**config.mk**
```make
export PLATFORM = sky130hd
export DESIGN_NAME = eaglesong_msg_loader
export DESIGN_NICKNAME = d
export VERILOG_FILES = /design/src/rtl/eaglesong_msg_loader.sv
export SDC_FILE = /design/constraint.sdc
export NUM_CORES = 1
export LEC_CHECK = 0
export CORE_AREA = 2 2 312 314
export DETAILED_ROUTE_END_ITERATION = 16
export DIE_AREA = 0 0 314 316
export DONT_BUFFER_PORTS = 1
export GPL_ROUTABILITY_DRIVEN = 0
export GPL_TIMING_DRIVEN = 0
export PLACE_DENSITY = 0.42
export SYNTH_ARGS = -nofsm -noshare
export SYNTH_HDL_FRONTEND = slang
export SYNTH_SLANG_ARGS = --single-unit
```
**constraint.sdc**
```tcl
create_clock -name clk -period 3.54 [get_ports clk]
set_input_delay 0.708 -clock clk [delete_from_list [all_inputs] [get_ports clk]]
set_output_delay 0.708 -clock clk [all_outputs]
set_load 0.05 [all_outputs]
```
**src/rtl/eaglesong_msg_loader.sv**
```systemverilog
// Byte-stream message packer feeding eaglesong_digest_top; one message in flight at a time.
// Optional WAIT timeout is enabled by defining EAGLESONG_LOADER_TIMEOUT_EN.
module eaglesong_msg_loader #(
    parameter int START_PULSE_CYCLES = 2,
    parameter int TIMEOUT_CYCLES     = 120
) (
    input  logic         clk,
    input  logic         rst_n,
    input  logic [7:0]   in_byte,
    input  logic         in_valid,
    input  logic         in_last,
    output logic         in_ready,
    output logic [255:0] input_val,
    output logic [6:0]   input_length_bytes,
    output logic         start_eval,
    input  logic [255:0] output_val,
    input  logic         eval_output_ready,
    output logic [255:0] result_val,
    output logic         result_err,
    output logic         result_valid,
    input  logic         result_ready,
    output logic         msg_truncated
);

    if (START_PULSE_CYCLES < 1 || START_PULSE_CYCLES > 7 ||
        TIMEOUT_CYCLES < 1 || TIMEOUT_CYCLES > 127) begin : g_bad_param
        $error("eaglesong_msg_loader: parameter out of range");
    end

    // Handshakes: a byte moves on in_valid && in_ready, a result on
    // result_valid && result_ready; neither side may retract valid once raised.
    typedef enum logic [1:0] {
        ST_FILL  = 2'd0,
        ST_START = 2'd1,
        ST_WAIT  = 2'd2,
        ST_OUT   = 2'd3
    } state_t;

    state_t     state;
    state_t     state_next;
    logic [5:0] byte_cnt;
    logic [2:0] start_cnt;
    logic       ready_q;

    logic accept;
    logic msg_end;
    logic start_done;
    logic capture;
    logic timeout;
    logic res_accept;

    assign accept     = in_valid && (state == ST_FILL);
    assign msg_end    = accept && (in_last || (byte_cnt == 6'd31));
    assign start_done = (state == ST_START) && (start_cnt == 3'(START_PULSE_CYCLES - 1));
    assign capture    = (state == ST_WAIT) && eval_output_ready && !ready_q;
    assign res_accept = (state == ST_OUT) && result_ready;

    assign in_ready     = (state == ST_FILL);
    assign start_eval   = (state == ST_START);
    assign result_valid = (state == ST_OUT);

`ifdef EAGLESONG_LOADER_TIMEOUT_EN
    logic [6:0] wait_cnt;

    // wait_cnt counts completed WAIT cycles; the last one lands OUT exactly
    // TIMEOUT_CYCLES cycles after WAIT entry.
    assign timeout = (state == ST_WAIT) && (wait_cnt == 7'(TIMEOUT_CYCLES - 1));

    always_ff @(posedge clk or negedge rst_n) begin
        if (!rst_n) begin
            wait_cnt <= 7'd0;
        end else if (state != ST_WAIT) begin
            wait_cnt <= 7'd0;
        end else begin
            wait_cnt <= wait_cnt + 7'd1;
        end
    end

    always_ff @(posedge clk or negedge rst_n) begin
        if (!rst_n) begin
            result_err <= 1'b0;
        end else if (capture) begin
            result_err <= 1'b0;
        end else if (timeout) begin
            result_err <= 1'b1;
        end
    end
`else
    assign timeout    = 1'b0;
    assign result_err = 1'b0;
`endif

    always_ff @(posedge clk or negedge rst_n) begin
        if (!rst_n) begin
            state <= ST_FILL;
        end else begin
            state <= state_next;
        end
    end

    always_comb begin
        state_next = state;
        case (state)
            ST_FILL:  if (msg_end) state_next = ST_START;
            ST_START: if (start_done) state_next = ST_WAIT;
            ST_WAIT:  if (capture || timeout) state_next = ST_OUT;
            ST_OUT:   if (res_accept) state_next = ST_FILL;
            default:  state_next = ST_FILL;
        endcase
    end

    always_ff @(posedge clk or negedge rst_n) begin
        if (!rst_n) begin
            input_val          <= '0;
            input_length_bytes <= 7'd0;
            byte_cnt           <= 6'd0;
            msg_truncated      <= 1'b0;
        end else begin
            msg_truncated <= accept && (byte_cnt == 6'd31) && !in_last;
            if (accept) begin
                input_val[{byte_cnt[4:0], 3'b000} +: 8] <= in_byte;
                byte_cnt <= byte_cnt + 6'd1;
            end
            if (msg_end) begin
                input_length_bytes <= {1'b0, byte_cnt} + 7'd1;
            end
            // Length is deliberately kept until the next message ends.
            if (res_accept) begin
                input_val <= '0;
                byte_cnt  <= 6'd0;
            end
        end
    end

    always_ff @(posedge clk or negedge rst_n) begin
        if (!rst_n) begin
            start_cnt <= 3'd0;
        end else if (state == ST_START) begin
            start_cnt <= start_cnt + 3'd1;
        end else begin
            start_cnt <= 3'd0;
        end
    end

    // Forcing ready_q high during START hides a level left over from the
    // previous digest, so only a fresh rising edge is captured in WAIT.
    always_ff @(posedge clk or negedge rst_n) begin
        if (!rst_n) begin
            ready_q <= 1'b1;
        end else if (state == ST_START) begin
            ready_q <= 1'b1;
        end else begin
            ready_q <= eval_output_ready;
        end
    end

    always_ff @(posedge clk or negedge rst_n) begin
        if (!rst_n) begin
            result_val <= '0;
        end else if (capture) begin
            result_val <= output_val;
        end else if (timeout) begin
            result_val <= '0;
        end
    end

endmodule

```
==> flow_summary.yaml, run 1 <==
clock_tree:
  clk_pin_slew_ps: 60
  clk_latency_ps: 660
  clk_path_buf_depth: 3
  cts_max_level: 2
  root_buffer: "clkbuf_16"
  cts_tree: "yes"
  cts_made_buffers: 60
  cts.sinks: 532
sta:
  fin_hold_ws_ps: -209
  slew-limit-headroom_pct: -125
  fmax_ghz: 0.292
  final.setup.worst_slack_ps: 119
  period_needed_ps: 3420
  hold_violations: 165
  drv_slew: 333
  worst_pin_slew_ps: 3380
  post-route-period-util_pct: 96.6
  rsz0062_at_grt: "true"
  clock_skew_ps: 32.9
  setup_viol: 0
power:
  leakage_nw: 10.5
  peakVddDrop_uv: 542
  power.density_mw_per_mm2: 1050
global_routing:
  grt_usage_pct: 17.5
  use_met2_pct: 28.8
  grt_max_degree: 533
  grt_pass1_wl_um: 122000
  globalRouteMet3Util_pct: 6.66
  use_met1_pct: 21.0
  top_usage_layer: "met2"
  antenna_found_initial: 28
  overflow: 0
  grt_pass1_vias: 14561
routing:
  drcViolationCount: 0
  wl_um: 90100
  ant_nets: 0
  routedWlPerCell_um: 30.5
  num_vias: 13870
  first_pass_iters: 4
  dr.first_iter.drc_count: 943
  via_per_inst: 4.70
synth:
  syn-cell-area_mm2: 0.0209
  ys.flop_type: "dfrtp_1"
  synthCells: 1556
  postSynthAreaPerCell_um2: 13.4
  synth_edf_count: 0
  ys_async_sr_fraction_pct: 100
  ys_ff_latch: 532
  ys_seq_area_share_pct: 63.7
  ys.warnings.count: 0
  synth_fp_nets: 1836
  synth.distinct_cells: 67
worst_setup_path:
  cp_max_fo: 10
  path_cells: "clkbuf_1, inv_1, ha_1, nand2b_1, or3_1, or3_1, nor2_2, a22o_1"
  cp_common_cell: "or3_1"
  critPathSlowestCell: "or3_1"
  crit_type: "reg -> reg"
  end_kind: "flop"
  cp.required_ps: 4100
  cp-start-kind: "flop"
  max_stage_delay_ps: 550
  arrival_ps: 3980
floorplan:
  die_w_um: 314
  ios: 794
  chipHeight_um: 316
  core-area_mm2: 0.0960
  start_util_pct: 21.8
  num_rows: 114
  die_area_mm2: 0.0992
finish:
  design_area_mm2: 0.0248
  final.fill_count: 9913
  drive_gt1_share_pct: 26.4
  nNetsFinal: 1899
  syn_to_final_growth_pct: 18.7
placed_design:
  portBuffers: 0
  pre_cts_ws_ps: -1030
  dp_hpwl_um: 69400
  place_area_mm2: 0.0225
flow_run:
  maxCapViolCount: 0
worst_hold_path:
  hp-class: "in -> async"
run_status:
  status: "complete, but fails checks"
  failed_checks: "hold timing, slew limit"
[state kept, by name, summed over array words and instances, names as in the netlist]
signal and flops:
input_val 256, result_val 256, input_length_bytes 7, byte_cnt 6, start_cnt 3, state 2, msg_truncated 1, ready_q 1
[per-stage QoR]
step	power [W]	hold WS (ps)	instances	utilization, %	TNS [ps]
2_1_floorplan	0.0175	412	1556	-	0
3_3_place_gp	0.0195	438	2832	23.4	-75410
3_5_place_dp	0.0196	438	2833	23.5	-84400
4_1_cts	0.0262	-300	2944	25.8	0
5_1_grt	0.0269	-262	2946	25.8	-200
6_report	0.0259	-209	2951	25.9	0
[cells in the mapped netlist (2+ instances only)]
master,instances,share of area [%]
xnor2_1,6,0.25
or3_1,6,0.18
a32o_1,10,0.48
a221oi_4,2,0.25
nand4_1,21,0.63
mux2i_1,21,1.0
dfrtp_1,531,64
a211o_1,2,0.084
buf_2,7,0.17
buf_1,16,0.29
o31ai_1,4,0.14
nor2b_1,6,0.18
o21ai_1,5,0.12
a41oi_2,3,0.23
or2_2,3,0.090
ha_1,10,0.60
o2bb2ai_1,43,1.8
nor4_1,2,0.060
nor3_2,2,0.096
nor2_1,45,0.81
nor3b_1,2,0.072
o21ai_0,70,1.7
nand3_1,57,1.4
clkbuf_1,78,1.4
a21oi_1,31,0.74
inv_1,8,0.14
and2_1,7,0.21
nand2b_1,6,0.18
buf_4,2,0.072
a22o_1,109,4.6
nand2_1,126,2.3
a21oi_2,2,0.084
xor2_1,6,0.25
mux2_2,258,14
nor3_1,12,0.29
and3_1,3,0.090
a211oi_2,3,0.18
nor2_4,2,0.11
[path summary, 6_finish.rpt]
kind / endpoint / slack (ps) / startpoint / cells after the start
max: input_val[62] / 120 / byte_cnt[1] / 8
min: input_val[72] / -210 / rst_n / 0
max reg2reg: input_val[62] / 120 / byte_cnt[1] / 8
min reg2reg: start_cnt[0] / 470 / start_cnt[0] / 1
max in group asynchronous: result_val[78] / 1120 / rst_n / 0
min in group clk: msg_truncated / 120 / in_last / 1
[report_power, final]
part / internal [W] / total [W] / switching [W]
Sequential: 0.00765 / 0.0152 / 0.00759
Combinational: 0.00180 / 0.00434 / 0.00254
Clock: 0.00374 / 0.00637 / 0.00264
[worst max-delay path: cells and delay by family, from the launching register on]
kind / cells / cell delay, ps
AOI/OAI and AO/OA: 1 / 200
adders and majority gates: 1 / 500
DFF: 1 / 380
and+or+nand+nor: 4 / 1660
buffers and inverters: 2 / 580
[layer usage]
| layer | share of wire (%) | up-vias |
|---|---|---|
| met5 | 0.11 | - |
| met4 | 3.2 | 14 |
| met3 | 9.1 | 135 |
| met2 | 49 | 670 |
| met1 | 39 | 7288 |
| li1 | - | 5763 |
[cells in the final DEF, fill, tap and decap left out, drive strengths merged, types with 5 or more instances in the layout]
cell | netlist | final
buf | 26 | 30
a21oi | 33 | 33
mux2 | 258 | 258
dfrtp | 531 | 531
nor2 | 48 | 48
nand4 | 21 | 21
clkbuf | 78 | 162
mux2i | 21 | 21
nor3 | 14 | 14
o2bb2ai | 43 | 43
a32o | 10 | 10
o21ai | 75 | 75
and2 | 7 | 7
nor2b | 6 | 6
clkinv | 0 | 12
or3 | 6 | 6
a211oi | 5 | 5
clkinvlp | 0 | 6
xor2 | 6 | 6
xnor2 | 6 | 6
ha | 10 | 10
nand2 | 127 | 127
a22o | 109 | 109
nand2b | 6 | 6
inv | 8 | 9
diode | 0 | 8
nand3 | 57 | 57
[what timing repair did]
action                                  in CTS  in global routing
pin swaps                                    4                  0
endpoints found under the setup margin     228                117
endpoints found under the hold margin      531                531
buffers inserted                             4                  0
resized for setup                           34                 21
[cell families (layout without fill, tap and decap cells)]
group           after synthesis  in the layout  synth area share (%)
simple gates                311            311                  7.10
buf+inv                     112            223                  2.12
fa+ha+maj                    10             10                 0.598
mux                         279            279                  14.9
compound gates              299            299                  11.1
flops                       532            532                  63.7
other cells                   1              9                0.0179
xor+xnor                     12             12                 0.503
[layout make-up]
class / count / area [um^2] / area share, %
Sequential cell: 532 / 13300 / 53.6
Multi-Input combinational cell: 912 / 7360 / 29.7
Clock buffer: 87 / 1760 / 7.10
Tap cell: 1276 / 1600 / 6.43
Buffer: 100 / 413 / 1.66
Clock inverter: 23 / 253 / 1.02
Timing Repair Buffer: 5 / 70.1 / 0.282
Inverter: 8 / 30.0 / 0.121
Antenna cell: 8 / 20.0 / 0.0807
No activity file was read; power rests on OpenSTA's default activity.
==> inputs of run 2 (changes only) <==
--- a/config.mk
+++ b/config.mk
@@ -5,13 +5,16 @@
 export SDC_FILE = /design/constraint.sdc
 export NUM_CORES = 1
 export LEC_CHECK = 0
-export CORE_AREA = 2 2 312 314
+export CELL_PAD_IN_SITES_DETAIL_PLACEMENT = 0
+export CELL_PAD_IN_SITES_GLOBAL_PLACEMENT = 1
+export CORE_AREA = 2 2 307 309
 export DETAILED_ROUTE_END_ITERATION = 16
-export DIE_AREA = 0 0 314 316
+export DIE_AREA = 0 0 309 311
 export DONT_BUFFER_PORTS = 1
 export GPL_ROUTABILITY_DRIVEN = 0
 export GPL_TIMING_DRIVEN = 0
-export PLACE_DENSITY = 0.42
+export PLACE_DENSITY = 0.49
+export SKIP_CTS_REPAIR_TIMING = 1
 export SYNTH_ARGS = -nofsm -noshare
 export SYNTH_HDL_FRONTEND = slang
 export SYNTH_SLANG_ARGS = --single-unit
==> run 2 against run 1 <==
The flow still finishes with violations (hold timing, slew limit). Global-route usage is 0.34 points higher. Register-to-register slack hardly changed. Clock power is 3% higher. Count of clock-buffer cells in the layout is 3 lower. Worst setup slack worse by 9.3 ps. Cell area is 0.80% higher. Clock skew is 9.3 ps higher. Core utilization is 1.1 points higher. Maximum frequency is 0.27% lower. Sequential share of layout area is 0.43 points lower. First-iteration DRC count is 3.3% higher. Sequential power hardly changed. Critical path type unchanged. Largest power group unchanged.
==> flow_summary.yaml, run 2 (same netlist as run 1, synthesis figures left out) <==
run_status:
  status: "complete, but fails checks"
  failed_checks: "hold timing, slew limit"
worst_setup_path:
  r2r_slack_ps: 110
  critPathSlowestCell: "buf_1"
  reg2regPathDepth: 7
  crit_type: "reg -> reg"
  cp-start-kind: "flop"
  cp_max_fo: 10
  arrival_ps: 3940
  end_kind: "flop"
  cp_top_family: "buffers and inverters"
  cp.required_ps: 4050
  cp.depth: 7
  path_buf_inv: 3
  path_cells: "ha_1, and2_1, clkbuf_1, buf_1, clkbuf_2, a21oi_2, o2bb2ai_1"
  max_stage_delay_ps: 680
finish:
  nNetsFinal: 1906
  most-common-layout-cells: "dfrtp_1, mux2_2, nand2_1"
  syn_to_final_growth_pct: 19.7
  top_regs: "input_val: 256 flops, result_val: 256 flops, input_length_bytes: 7 flops"
  final_common_cell: "dfrtp_1"
  drive_gt1_share_pct: 27.9
clock_tree:
  cts.sinks: 532
  cts_tree: "yes"
  clk_latency_ps: 670
  cts_max_level: 2
  clk_pin_slew_ps: 60
  root_buffer: "clkbuf_16"
  cts_made_buffers: 60
  clk_path_buf_depth: 3
worst_hold_path:
  hp-class: "in -> async"
routing:
  wl_um: 88000
  drcViolationCount: 0
  routedWlPerCell_um: 30.0
  first_pass_iters: 5
  num_vias: 13814
  via_per_inst: 4.71
  ant_nets: 0
  dr.first_iter.drc_count: 974
floorplan:
  die_w_um: 309
  start_util_pct: 22.5
  die_area_mm2: 0.0961
  num_rows: 112
  core-area_mm2: 0.0928
  ios: 794
  chipHeight_um: 311
sta:
  clock_skew_ps: 42.2
  drv_slew: 219
  post-route-period-util_pct: 96.9
  period_needed_ps: 3430
  final.setup.worst_slack_ps: 109
  rsz0062_at_grt: "true"
  setup_viol: 0
  slew-limit-headroom_pct: -48.0
  worst_pin_slew_ps: 2220
  fin_hold_ws_ps: -216
  fmax_ghz: 0.291
  hold_violations: 220
power:
  peakVddDrop_uv: 626
  leakage_nw: 10.6
  power.density_mw_per_mm2: 1050
global_routing:
  antenna_found_initial: 12
  grt_usage_pct: 17.8
  grt_pass1_wl_um: 122000
  grt_pass1_vias: 14719
  overflow: 0
  grt_max_degree: 533
flow_run:
  maxCapViolCount: 0
placed_design:
  dp_hpwl_um: 66800
  pre_cts_ws_ps: -916
  portBuffers: 0
run 2: changes by cell type in the layout (fill, tap and decap cells not counted), sizes merged:
| cell | before | now |
|---|---|---|
| clkinv | 12 | 13 |
| diode | 8 | 5 |
| clkbuf | 162 | 163 |
| bufinv | 4 | 6 |
| inv | 9 | 12 |
| buf | 30 | 33 |
| clkinvlp | 6 | 4 |
run 2: metal layers:
layer | vias up | share of wire [%] | global-route usage [%]
met5 | - | 0.031 | 0
met4 | 4 | 2.3 | 4.28
met3 | 109 | 9.2 | 6.23
met2 | 621 | 49 | 29.7
met1 | 7313 | 40 | 22.0
li1 | 5767 | - | -
run 2: metrics by stage:
| step | util [%] | total power, W | setup TNS (ps) | area, um^2 | std cells |
|---|---|---|---|---|---|
| 6_report | 27.0 | 0.0262 | 0 | 25000 | 2934 |
| 5_1_grt | 27.0 | 0.0272 | -5.81 | 25000 | 2931 |
| 4_1_cts | 26.5 | 0.0262 | -114840 | 24600 | 2921 |
| 3_5_place_dp | 24.2 | 0.0196 | -110330 | 22500 | 2810 |
| 3_3_place_gp | 24.2 | 0.0195 | -94680 | 22500 | 2810 |
| 2_1_floorplan | - | 0.0175 | 0 | 20900 | 1556 |
run 2: layout make-up:
type | instances | area, um^2
timing repair buffer | 10 | 95.1
antenna | 5 | 12.5
fill | 9657 | 67800
clock buffer | 84 | 1730
buffer | 102 | 427
sequential | 532 | 13300
multi-input combinational | 912 | 7490
clock inverter | 27 | 344
inverter | 8 | 30.0
tap | 1254 | 1570
run 2: worst reg2reg max path: stages (launching register included):
cell and delay, ps:
dfrtp_1 410, ha_1 610, and2_1 260, clkbuf_1 360
buf_1 680, clkbuf_2 510, a21oi_2 260, o2bb2ai_1 230
run 2: worst paths after layout:
path / startpoint / end
max: state[1] / input_val[173]
min: rst_n / result_val[251]
max reg2reg: state[1] / input_val[173]
min reg2reg: start_cnt[0] / start_cnt[0]
max in group asynchronous: rst_n / input_val[158]
min in group clk: eval_output_ready / ready_q
run 2: where the power goes:
part	internal [W]	switching, W	leakage (nW)
Clock	0.00386	0.00270	1.02
Combinational	0.00184	0.00269	2.71
Sequential	0.00765	0.00751	6.92
Total	0.0133	0.0129	10.6
